[config.mk]
export PLATFORM = sky130hd
export DESIGN_NAME = half_adder_bist_flat
export DESIGN_NICKNAME = d
export VERILOG_FILES = /design/src/rtl/half_adder_bist_if.sv /design/src/rtl/half_adder_bist.sv /design/src/flat_wrapper.sv
export SDC_FILE = /design/constraint.sdc
export NUM_CORES = 1
export LEC_CHECK = 0
export CAP_MARGIN = 40
export CORE_UTILIZATION = 40
export CTS_CLUSTER_DIAMETER = 120
export DETAILED_ROUTE_END_ITERATION = 8
export MAX_ROUTING_LAYER = met4
export PLACE_DENSITY = 0.68
export SKIP_CTS_REPAIR_TIMING = 1
export SYNTH_ARGS = -nofsm -noshare
export SYNTH_HDL_FRONTEND = slang
export SYNTH_SLANG_ARGS = --single-unit
[constraint.sdc]
create_clock -name clk -period 4.8 [get_ports clk]
set_input_delay 0.96 -clock clk [delete_from_list [all_inputs] [get_ports clk]]
set_output_delay 0.96 -clock clk [all_outputs]
set_load 0.005 [all_outputs]
[src/rtl/half_adder_bist_if.sv]
// Connection bundle between the BIST controller (master) and its tester/half-adder side (slave).
interface half_adder_bist_if;
  localparam int unsigned ERR_W = 3;
  localparam int unsigned VEC_W = 2;

  logic             start;
  logic             dut_a;
  logic             dut_b;
  logic             dut_o;
  logic             dut_c;
  logic             busy;
  logic             done;
  logic             pass;
  logic [ERR_W-1:0] err_count;
  logic             first_fail_vld;
  logic [VEC_W-1:0] first_fail_vec;

  modport master (
    input  start, dut_o, dut_c,
    output dut_a, dut_b, busy, done, pass, err_count, first_fail_vld, first_fail_vec
  );

  modport slave (
    output start, dut_o, dut_c,
    input  dut_a, dut_b, busy, done, pass, err_count, first_fail_vld, first_fail_vec
  );
endinterface

[src/rtl/half_adder_bist.sv]
// Exhaustive built-in self test for a half-adder: applies 00,01,10,11, holds each
// for SETTLE cycles, checks sum/carry and reports error count and first failing vector.
module half_adder_bist #(
  parameter int unsigned SETTLE = 2
) (
  input  logic               clk,
  input  logic               rst_n,
  half_adder_bist_if.master  bus
);
  localparam int unsigned CNT_W = 4;
  localparam int unsigned ERR_W = 3;
  localparam int unsigned VEC_W = 2;
  localparam logic [ERR_W-1:0] ERR_MAX  = ERR_W'(4);
  localparam logic [CNT_W-1:0] CNT_LOAD = CNT_W'(SETTLE - 1);
  localparam logic [VEC_W-1:0] VEC_LAST = VEC_W'(3);

  typedef enum logic [1:0] {
    ST_IDLE  = 2'd0,
    ST_WAIT  = 2'd1,
    ST_CHECK = 2'd2,
    ST_DONE  = 2'd3
  } state_e;

  state_e           state_q, state_d;
  logic [VEC_W-1:0] vec_q, vec_d;
  logic [CNT_W-1:0] cnt_q, cnt_d;
  logic [ERR_W-1:0] err_q, err_d;
  logic             ffv_q, ffv_d;
  logic [VEC_W-1:0] ffvec_q, ffvec_d;
  logic             busy_q, busy_d;
  logic             done_q, done_d;
  logic             pass_q, pass_d;
  logic             mismatch;

  // Either response bit wrong counts as a single failing vector.
  assign mismatch = (bus.dut_o != (vec_q[1] ^ vec_q[0])) ||
                    (bus.dut_c != (vec_q[1] & vec_q[0]));

  // Next-state and registered-output computation.
  always_comb begin
    state_d = state_q;
    vec_d   = vec_q;
    cnt_d   = cnt_q;
    err_d   = err_q;
    ffv_d   = ffv_q;
    ffvec_d = ffvec_q;

    unique case (state_q)
      ST_IDLE, ST_DONE: begin
        if (bus.start) begin
          err_d   = '0;
          ffv_d   = 1'b0;
          ffvec_d = '0;
          vec_d   = '0;
          cnt_d   = CNT_LOAD;
          state_d = ST_WAIT;
        end
      end
      ST_WAIT: begin
        if (cnt_q == '0) begin
          state_d = ST_CHECK;
        end else begin
          cnt_d = cnt_q - CNT_W'(1);
        end
      end
      ST_CHECK: begin
        if (mismatch) begin
          err_d = (err_q == ERR_MAX) ? ERR_MAX : err_q + ERR_W'(1);
          if (!ffv_q) begin
            ffv_d   = 1'b1;
            ffvec_d = vec_q;
          end
        end
        if (vec_q == VEC_LAST) begin
          state_d = ST_DONE;
        end else begin
          vec_d   = vec_q + VEC_W'(1);
          cnt_d   = CNT_LOAD;
          state_d = ST_WAIT;
        end
      end
      default: state_d = ST_IDLE;
    endcase

    busy_d = (state_d == ST_WAIT) || (state_d == ST_CHECK);
    done_d = (state_d == ST_DONE);
    pass_d = (state_d == ST_DONE) && (err_d == '0);
  end

  always_ff @(posedge clk or negedge rst_n) begin
    if (!rst_n) begin
      state_q <= ST_IDLE;
      vec_q   <= '0;
      cnt_q   <= '0;
      err_q   <= '0;
      ffv_q   <= 1'b0;
      ffvec_q <= '0;
      busy_q  <= 1'b0;
      done_q  <= 1'b0;
      pass_q  <= 1'b0;
    end else begin
      state_q <= state_d;
      vec_q   <= vec_d;
      cnt_q   <= cnt_d;
      err_q   <= err_d;
      ffv_q   <= ffv_d;
      ffvec_q <= ffvec_d;
      busy_q  <= busy_d;
      done_q  <= done_d;
      pass_q  <= pass_d;
    end
  end

  // Stimulus comes straight off the vector flops so it cannot glitch.
  assign bus.dut_a          = vec_q[1];
  assign bus.dut_b          = vec_q[0];
  assign bus.busy           = busy_q;
  assign bus.done           = done_q;
  assign bus.pass           = pass_q;
  assign bus.err_count      = err_q;
  assign bus.first_fail_vld = ffv_q;
  assign bus.first_fail_vec = ffvec_q;
endmodule
[src/flat_wrapper.sv]
// flat-port wrapper written by rule: the top's interface ports become plain ports
module half_adder_bist_flat 
#(
  parameter int unsigned SETTLE = 2
)
  (clk, rst_n, bus_start, bus_dut_o, bus_dut_c, bus_dut_a, bus_dut_b, bus_busy, bus_done, bus_pass, bus_err_count, bus_first_fail_vld, bus_first_fail_vec);
  half_adder_bist_if bus_i ();
  input  logic clk;
  input  logic rst_n;
  input wire logic [$bits(bus_i.start)-1:0] bus_start;
  input wire logic [$bits(bus_i.dut_o)-1:0] bus_dut_o;
  input wire logic [$bits(bus_i.dut_c)-1:0] bus_dut_c;
  output wire logic [$bits(bus_i.dut_a)-1:0] bus_dut_a;
  output wire logic [$bits(bus_i.dut_b)-1:0] bus_dut_b;
  output wire logic [$bits(bus_i.busy)-1:0] bus_busy;
  output wire logic [$bits(bus_i.done)-1:0] bus_done;
  output wire logic [$bits(bus_i.pass)-1:0] bus_pass;
  output wire logic [$bits(bus_i.err_count)-1:0] bus_err_count;
  output wire logic [$bits(bus_i.first_fail_vld)-1:0] bus_first_fail_vld;
  output wire logic [$bits(bus_i.first_fail_vec)-1:0] bus_first_fail_vec;
  assign bus_i.start = bus_start;
  assign bus_i.dut_o = bus_dut_o;
  assign bus_i.dut_c = bus_dut_c;
  assign bus_dut_a = bus_i.dut_a;
  assign bus_dut_b = bus_i.dut_b;
  assign bus_busy = bus_i.busy;
  assign bus_done = bus_i.done;
  assign bus_pass = bus_i.pass;
  assign bus_err_count = bus_i.err_count;
  assign bus_first_fail_vld = bus_i.first_fail_vld;
  assign bus_first_fail_vec = bus_i.first_fail_vec;
  half_adder_bist #(.SETTLE(SETTLE)) u_core (.clk(clk), .rst_n(rst_n), .bus(bus_i));
endmodule
==> impl_metrics.toml, run 1 <==
[outcome]
status = "finished clean"

[die]
die_w_um = 52.7
die_area_um2 = 2780
std_cell_rows = 18
pin_count = 16
coreArea_um2 = 2450
initial_core_util_pct = 41.9
die_y_um = 52.7

[detailed_routing]
ant_nets = 0
vias = 758
route.detailed.drc = 0
totalWireLength_um = 1790
avgViaCountPerCell = 5.30
first_pass_iters = 4
drt_iter0_drc = 6
wl_per_cell_um = 12.5

[logic_synthesis]
seq_area_frac_synth_pct = 41.4
synth_compound_area_share_pct = 13.6
synth.most_common_cell = "dfrtp_1"
synthMuxAreaShare_pct = 4.26
yosysTopAreaCell = "dfrtp_1"
synthArstFlopShare_pct = 100
synth_commonest_cells = "dfrtp_1 (17), inv_1 (11), ha_1 (8)"
syn_inst = 97
synth_top_family_by_area = "simple AND/OR/NAND/NOR gates"
yosysWarnings = 0
syn_avg_cell_area_um2 = 10.6
synthSimpleGateAreaFrac_pct = 20.1
syn_area_um2 = 1030
syn-num-nets = 110
synth_cell_types = 32
ys_ff_latch = 17
synth-adder-area-share_pct = 9.73
synth_edf_count = 0
yosys.area.top_type_share_pct = 41.4
synth.top_cells.by_area = "dfrtp_1 (41%), ha_1 (9.7%), inv_1 (4.0%)"
synthFlopType = "dfrtp_1"
synth_xor_xnor_area_share_pct = 4.87

[global_routing]
grt_pass1_vias = 726
grt_overflow = 0
antenna_found_initial = 0
track_usage_pct = 15.9
grt_pass1_wl_um = 3040
grt_max_degree = 18

[critical_path]
slowest_stage = "nor2b_1"
cp-endpoint = "u_core.bus.pass$_DFF_PN0_"
path_max_fanout = 10
crit_path_start_kind = "input pin"
path_cells = "clkdlybuf4s50_1, nor2b_1, a21oi_1, o22ai_1, ha_1, nor4b_2"
critPathArrivalTime_ns = 2.67
critical_path_class = "input pin to flop"
end_kind = "flop"
r2r_setup_slack_ns = 2.59
r2r-end = "u_core.bus.pass$_DFF_PN0_"
rr_startpoint = "u_core.state_q[0]$_DFF_PN0_"
r2r_cells = 7
max_stage_delay_ns = 0.58
startpoint = "bus_start"
crit_required_ns = 5.01

[sta]
min_period_ns = 2.46
slew_viol_final = 0
hold_viol_final = 0
finalSetupTns_ns = 0
rsz0062_at_grt = "false"
slew_headroom_pct = 48.8
fin_ws_ns = 2.34
max_clock_freq_mhz = 407
setup_viol = 0
fin_skew_ns = 0.00104
worstMarginPinSlew_ns = 0.766
period_share_pct = 51.2

[hold_path]
hold_path_class = "flop to flop"
hp-start = "u_core.bus.first_fail_vld$_DFFE_PN0P_"

[pwr]
ir_worst_vdd_mv = 0.246
pwr-share-seq_pct = 36.7
p_int_w = 0.000345
power_w = 0.000574
swShare_pct = 39.9
p_leak_nw = 0.528
power.switching_w = 0.000229
power_density_nw_per_um2 = 469
p_clk_share_pct = 13.4
p_comb_share_pct = 49.9

[clocking]
cts_max_level = 1
numCtsBuffers = 3
clock-root-buffer = "clkbuf_4"
path_clk_slew_ns = 0.10
cts_buffer_depth = 2
cts.sink_count = 17
clk-insertion-delay-late_ns = 0.29
cts_tree = "built"

[placement]
gp_congestion = 0.761
dpl_worst_slack_ns = 2.05
io_buffers = 15
dp.cells = 139
hpwl_um = 1380

[job]
drv_cap = 0

[layout]
num_antenna_cells = 0
layout-drive-gt1-share_pct = 10.6
final_util_pct = 49.8
final_cells = 143
area_delta_synth_final_pct = 18.9
final_nets = 127
-- per-stage QoR --
stage               area (um^2)  hold WS, ns
finish                     1220        0.531
global route               1220        0.566
CTS                        1220        0.539
detailed placement         1190        0.513
global placement           1190        0.510
floorplan                  1030        0.508
-- cells in the final DEF, fill, tap and decap left out, types with 2 or more instances in the layout --
| cell type | instances |
|---|---|
| clkdlybuf4s50_1 | 15 |
| dfrtp_1 | 17 |
| a21oi_1 | 5 |
| xnor2_2 | 2 |
| xor2_1 | 2 |
| nor3_2 | 2 |
| nand4_1 | 4 |
| o21ai_0 | 3 |
| a211o_1 | 2 |
| mux2_1 | 3 |
| nor2_1 | 5 |
| nor3_1 | 3 |
| a22o_1 | 2 |
| nand2_1 | 5 |
| nand2b_1 | 4 |
| ha_1 | 8 |
| inv_1 | 11 |
| and2_1 | 2 |
| clkbuf_4 | 3 |
| nor2b_1 | 2 |
-- logic make-up after synthesis --
kind of cell / count (synthesis)
and+or+nand+nor: 33
xor gates and xnor gates: 4
buffers and inverters: 14
adders and majority gates: 8
AOI/OAI and AO/OA: 17
DFF: 17
muxes: 4
-- routing by layer --
layer,global-route usage (%),up-vias,part of all wire (%)
met5,-,-,0
met3,3.48,4,2.3
li1,-,372,-
met1,18.6,370,47
met4,8.77,0,1.5
met2,25.1,12,49
-- final cells by class --
cell class	instances	area, um^2
Clock buffer	3	22.5
Clock inverter	1	5.00
Fill cell	224	1230
Inverter	11	41.3
Multi-Input combinational cell	66	541
Sequential cell	17	425
Tap cell	30	37.5
Timing Repair Buffer	15	150
-- power groups by stage --
stage	Sequential [W]	Clock, W	Combinational [W]
6_report	0.000210	0.0000769	0.000286
5_1_grt	0.000216	0.0000851	0.000321
4_1_cts	0.000211	0.0000790	0.000289
3_5_place_dp	0.000214	0	0.000287
3_3_place_gp	0.000213	0	0.000280
2_1_floorplan	0.000211	0	0.000206
-- how the worst min path moves through the flow --
| stage | slack, ns | to | cells past startpoint |
|---|---|---|---|
| floorplan | 0.51 | u_core.bus.first_fail_vld$_DFFE_PN0P_ | 2 |
| global placement | 0.51 | u_core.bus.first_fail_vld$_DFFE_PN0P_ | 2 |
| detailed placement | 0.51 | u_core.bus.first_fail_vld$_DFFE_PN0P_ | 2 |
| CTS | 0.54 | u_core.bus.first_fail_vld$_DFFE_PN0P_ | 2 |
| global route | 0.57 | u_core.bus.first_fail_vld$_DFFE_PN0P_ | 2 |
| finish | 0.53 | u_core.bus.first_fail_vld$_DFFE_PN0P_ | 2 |
-- worst max-delay path: cells and delay by family --
family	cells	cell delay, ns
and+or+nand+nor	2	0.76
buffers and inverters	1	0.43
adders and majority gates	1	0.19
AOI/OAI and AO/OA	2	0.33
-- flip-flops by register name (all words and copies together) (netlist names) --
name                       cells
u_core.bus.first_fail_vec      2
u_core.bus.done                1
u_core.state_q                 2
u_core.bus.busy                1
u_core.cnt_q                   4
u_core.vec_q                   2
u_core.bus.pass                1
u_core.bus.first_fail_vld      1
u_core.bus.err_count           3
Power figures use the tool's default switching activity.
==> run 2, diff against run 1 <==
==> constraint.sdc (replaced) <==
create_clock -name clk -period 2.55 [get_ports clk]
set_input_delay 0.51 -clock clk [delete_from_list [all_inputs] [get_ports clk]]
set_output_delay 0.51 -clock clk [all_outputs]
set_load 0.005 [all_outputs]
==> impl_metrics.toml, run 2 (synthesis gave the netlist of run 1 again) <==
[pwr]
p_leak_nw = 0.535
power.switching_w = 0.000432
p_clk_share_pct = 13.0
swShare_pct = 39.3
ir_worst_vdd_mv = 0.475
p_comb_share_pct = 50.9
pwr-share-seq_pct = 36.1
power_density_nw_per_um2 = 890
p_int_w = 0.000668

[sta]
slew_headroom_pct = 46.4
worst_hold_slack_ns = 0.542
fin_skew_ns = 0.00966
min_period_ns = 1.92
max_clock_freq_mhz = 522
finalSetupTns_ns = 0
slew_viol_final = 0
rsz0062_at_grt = "false"
hold_viol_final = 0
fin_ws_ns = 0.634
worstMarginPinSlew_ns = 0.802
period_share_pct = 75.1
setup_viol = 0

[layout]
area_delta_synth_final_pct = 20.2
multiInputGateArea_um2 = 541
final_common_cell = "dfrtp_1"
seq_area_um2 = 425
largest_register = "u_core.cnt_q"
final_cell_mix = "dfrtp_1 (17), clkdlybuf4s50_1 (15), inv_1 (11)"
layout-drive-gt1-share_pct = 11.3
fillCellCount = 233
final_nets = 129
num_antenna_cells = 0
largest_reg_flops = 4

[clocking]
cts.sink_count = 17
path_clk_slew_ns = 0.10
clock-root-buffer = "clkbuf_4"
cts_max_level = 1
cts_tree = "built"
numCtsBuffers = 3
cts_buffer_depth = 2
clk-insertion-delay-late_ns = 0.29

[critical_path]
crit_required_ns = 2.75
path_buf_inv = 1
critical_path_class = "flop to flop"
cpMostUsedCell = "ha_1"
r2r_cells = 7
path_max_fanout = 10
path_cells = "inv_1, ha_1, nand2_1, and2_1, o22ai_1, ha_1, nor4b_2"
rr_startpoint = "u_core.state_q[0]$_DFF_PN0_"
max_stage_delay_ns = 0.41
r2r_setup_slack_ns = 0.63
crit_path_start_kind = "flop"
critPathArrivalTime_ns = 2.11
end_kind = "flop"
r2r-end = "u_core.bus.pass$_DFF_PN0_"
critPathTopFamily = "adder cells"
slowest_stage = "dfrtp_1"

[hold_path]
hp-start = "u_core.bus.first_fail_vec[1]$_DFFE_PN0P_"
min_path_cells = 1
hold_path_class = "flop to flop"
worstHoldEndpoint = "u_core.bus.first_fail_vec[1]$_DFFE_PN0P_"

[detailed_routing]
ant_nets = 0
route.detailed.drc = 0
avgViaCountPerCell = 5.33
first_pass_iters = 4
vias = 773
drt_iter0_drc = 18
wl_per_cell_um = 13.2
totalWireLength_um = 1910

[die]
initial_core_util_pct = 41.9
die_w_um = 52.7
coreArea_um2 = 2450
pin_count = 16
die_area_um2 = 2780
std_cell_rows = 18
die_y_um = 52.7

[placement]
dpl_worst_slack_ns = 0.524
hpwl_um = 1440
gp_congestion = 0.763
io_buffers = 15

[global_routing]
track_usage_pct = 15.9
grt_pass1_vias = 717
grt_overflow = 0
antenna_found_initial = 0
grt_max_degree = 18
grt_pass1_wl_um = 3080

[outcome]
status = "finished clean"

[job]
drv_cap = 0
## run 2: worst max path at each step
stage	startpoint	to	slack, ns	depth (start not counted)
final	u_core.state_q[0]$_DFF_PN0_	u_core.bus.pass$_DFF_PN0_	0.63	7
after global routing	u_core.state_q[0]$_DFF_PN0_	u_core.bus.pass$_DFF_PN0_	0.46	7
after CTS	u_core.state_q[0]$_DFF_PN0_	u_core.bus.pass$_DFF_PN0_	0.62	7
after detailed placement	bus_dut_o	u_core.bus.first_fail_vec[0]$_DFFE_PN0P_	0.52	5
after global placement	bus_dut_o	u_core.bus.first_fail_vec[1]$_DFFE_PN0P_	0.56	5
after floorplan	u_core.vec_q[0]$_DFFE_PN0P_	u_core.bus.first_fail_vec[0]$_DFFE_PN0P_	0.82	5
## run 2: area by class of cell
class	count	share of cell area, %
Clock buffer	4	2.13
Inverter	11	3.34
Multi-Input combinational cell	66	43.7
Sequential cell	17	34.4
Tap cell	30	3.04
Timing Repair Buffer	17	13.4
## run 2: per-layer routing
metal | routed length [um] | part of all wire, % | global-route usage, %
met1 | 922 | 48 | 20.6
met2 | 925 | 48 | 23.2
met3 | 33 | 1.7 | 3.48
met4 | 25 | 1.3 | 7.89
met5 | 0 | 0 | -
## run 2: stage by stage
| stage | std cells | utilization, % | power, W | cell area, um^2 |
|---|---|---|---|---|
| CTS | 145 | 50.4 | 0.00111 | 1240 |
| floorplan | 97 | - | 0.000785 | 1030 |
| global route | 145 | 50.4 | 0.00121 | 1240 |
| detailed placement | 141 | 49.3 | 0.000967 | 1210 |
| finish | 145 | 50.4 | 0.00110 | 1240 |
| global placement | 141 | 49.3 | 0.000948 | 1210 |
## run 2: power by group through the flow
stage / sequential [W] / combinational, W / clock, W
after floorplan: 0.000398 / 0.000388 / 0
after global placement: 0.000402 / 0.000545 / 0
after detailed placement: 0.000403 / 0.000563 / 0
after CTS: 0.000397 / 0.000565 / 0.000152
after global routing: 0.000406 / 0.000638 / 0.000163
final: 0.000397 / 0.000560 / 0.000144
==> run 3, diff against run 2 <==
--- a/config.mk
+++ b/config.mk
@@ -10,7 +10,7 @@
 export CTS_CLUSTER_DIAMETER = 120
 export DETAILED_ROUTE_END_ITERATION = 8
 export MAX_ROUTING_LAYER = met4
-export PLACE_DENSITY = 0.68
+export PLACE_DENSITY = 0.71
 export SKIP_CTS_REPAIR_TIMING = 1
 export SYNTH_ARGS = -nofsm -noshare
 export SYNTH_HDL_FRONTEND = slang
==> constraint.sdc (replaced) <==
create_clock -name clk -period 1.65 [get_ports clk]
set_input_delay 0.33 -clock clk [delete_from_list [all_inputs] [get_ports clk]]
set_output_delay 0.33 -clock clk [all_outputs]
set_load 0.005 [all_outputs]
==> impl_metrics.toml, run 3 (synthesis gave the netlist of run 1 again) <==
[pwr]
pwr-share-seq_pct = 28.5
p_comb_share_pct = 60.9
power_density_nw_per_um2 = 1470
ir_worst_vdd_mv = 1.17
power_w = 0.00218
p_clk_share_pct = 10.5
p_leak_nw = 0.662
p_int_w = 0.00134
power.switching_w = 0.000842
swShare_pct = 38.7

[detailed_routing]
first_pass_iters = 6
ant_nets = 0
vias = 859
avgViaCountPerCell = 5.27
totalWireLength_um = 2400
dr_wl_met3_um = 40
wl_per_cell_um = 14.7
route.detailed.drc = 0
dr.max_layer_used = "met4"
met2_wirelength_um = 1280
drt_iter0_drc = 13
m1WireLength_um = 1040

[sta]
slew_viol_final = 0
max_clock_freq_mhz = 593
setup_viol = 3
fin_skew_ns = 0.00887
worstMarginPinSlew_ns = 0.313
finalSetupTns_ns = -0.0856
hold_viol_final = 0
rsz0062_at_grt = "true"
min_period_ns = 1.69
period_share_pct = 102
fin_ws_ns = -0.0362
slew_headroom_pct = 79.0

[layout]
final_area_um2 = 1480
area_delta_synth_final_pct = 43.9
final_cell_mix = "buf_4 (19), dfrtp_1 (17), clkdlybuf4s50_1 (14)"
final_common_cell = "buf_4"
largest_reg_flops = 4
num_antenna_cells = 0
layout-drive-gt1-share_pct = 34.6
largest_register = "u_core.cnt_q"
final_nets = 147

[clocking]
cts_tree = "built"
cts_max_level = 1
cts_buffer_depth = 2
clock-root-buffer = "clkbuf_4"
clk-insertion-delay-late_ns = 0.30
path_clk_slew_ns = 0.10
cts.sink_count = 17
numCtsBuffers = 3

[die]
die_y_um = 52.7
initial_core_util_pct = 41.9
die_area_um2 = 2780
coreArea_um2 = 2450
die_w_um = 52.7
pin_count = 16
std_cell_rows = 18

[critical_path]
end_kind = "flop"
critPathArrivalTime_ns = 1.88
cp-endpoint = "u_core.bus.first_fail_vec[0]$_DFFE_PN0P_"
r2r_setup_slack_ns = -0.04
path_max_fanout = 5
critical_path_class = "flop to flop"
startpoint = "u_core.vec_q[0]$_DFFE_PN0P_"
crit_path_start_kind = "flop"
r2r-end = "u_core.bus.first_fail_vec[0]$_DFFE_PN0P_"
r2r_cells = 5
slowest_stage = "dfrtp_1"
rr_startpoint = "u_core.vec_q[0]$_DFFE_PN0P_"
path_buf_inv = 0
critPathTopFamily = "flip-flops"
crit_required_ns = 1.84
path_depth = 5
max_stage_delay_ns = 0.42
path_cells = "ha_4, xnor2_4, a21oi_2, mux2_4, a22o_1"

[global_routing]
track_usage_pct = 18.3
grt_pass1_wl_um = 3560
grt_max_degree = 18
grt_pass1_vias = 785
antenna_found_initial = 0
grt_overflow = 0

[placement]
hpwl_um = 1760
io_buffers = 15
dpl_cell_area_um2 = 1360
gp_congestion = 0.784

[job]
drv_cap = 0

[outcome]
status = "finished with violations"
violations = "setup timing"

[hold_path]
hold_path_class = "input pin to asynchronous set/reset pin"
==> run 3: area by class of cell <==
type | count | area (um^2)
fillers | 208 | 975
clock inverters | 1 | 5.00
flip-flops and latches | 17 | 425
well taps | 30 | 37.5
inverters | 11 | 41.3
multi-input cells | 67 | 653
repair buffers | 34 | 295
clock buffers | 3 | 22.5
==> run 3: per-stage QoR <==
| stage | hold WS (ns) | utilization (%) | setup slack, ns | cells |
|---|---|---|---|---|
| floorplan | 0.0344 | - | 0.00192 | 97 |
| global placement | 0.518 | 55.2 | -0.149 | 156 |
| detailed placement | 0.522 | 55.2 | -0.242 | 156 |
| CTS | 0.368 | 56.4 | -0.190 | 160 |
| global route | 0.376 | 60.3 | -0.0937 | 163 |
| finish | 0.350 | 60.3 | -0.0362 | 163 |
==> run 3: worst min path at each step <==
stage | slack (ns) | endpoint | from
after CTS | 0.37 | u_core.bus.pass$_DFF_PN0_ | rst_n
final | 0.35 | u_core.bus.pass$_DFF_PN0_ | rst_n
after detailed placement | 0.52 | u_core.bus.first_fail_vec[1]$_DFFE_PN0P_ | u_core.bus.first_fail_vec[1]$_DFFE_PN0P_
after floorplan | 0.03 | u_core.bus.busy$_DFF_PN0_ | rst_n
after global placement | 0.52 | u_core.bus.first_fail_vec[0]$_DFFE_PN0P_ | u_core.bus.first_fail_vec[0]$_DFFE_PN0P_
after global routing | 0.38 | u_core.bus.done$_DFF_PN0_ | rst_n
==> run 3: power groups by stage <==
stage | combinational [W] | sequential [W] | clock (W)
6_report | 0.00133 | 0.000622 | 0.000229
5_1_grt | 0.00145 | 0.000636 | 0.000240
3_5_place_dp | 0.00110 | 0.000629 | 0
4_1_cts | 0.00110 | 0.000620 | 0.000229
2_1_floorplan | 0.000636 | 0.000623 | 0
3_3_place_gp | 0.00107 | 0.000618 | 0
==> run 3: routing by layer <==
metal | GRT usage [%] | vias to the layer above
met5 | - | -
met4 | 7.89 | 0
met3 | 2.61 | 5
met2 | 29.7 | 10
met1 | 22.4 | 433
li1 | - | 411
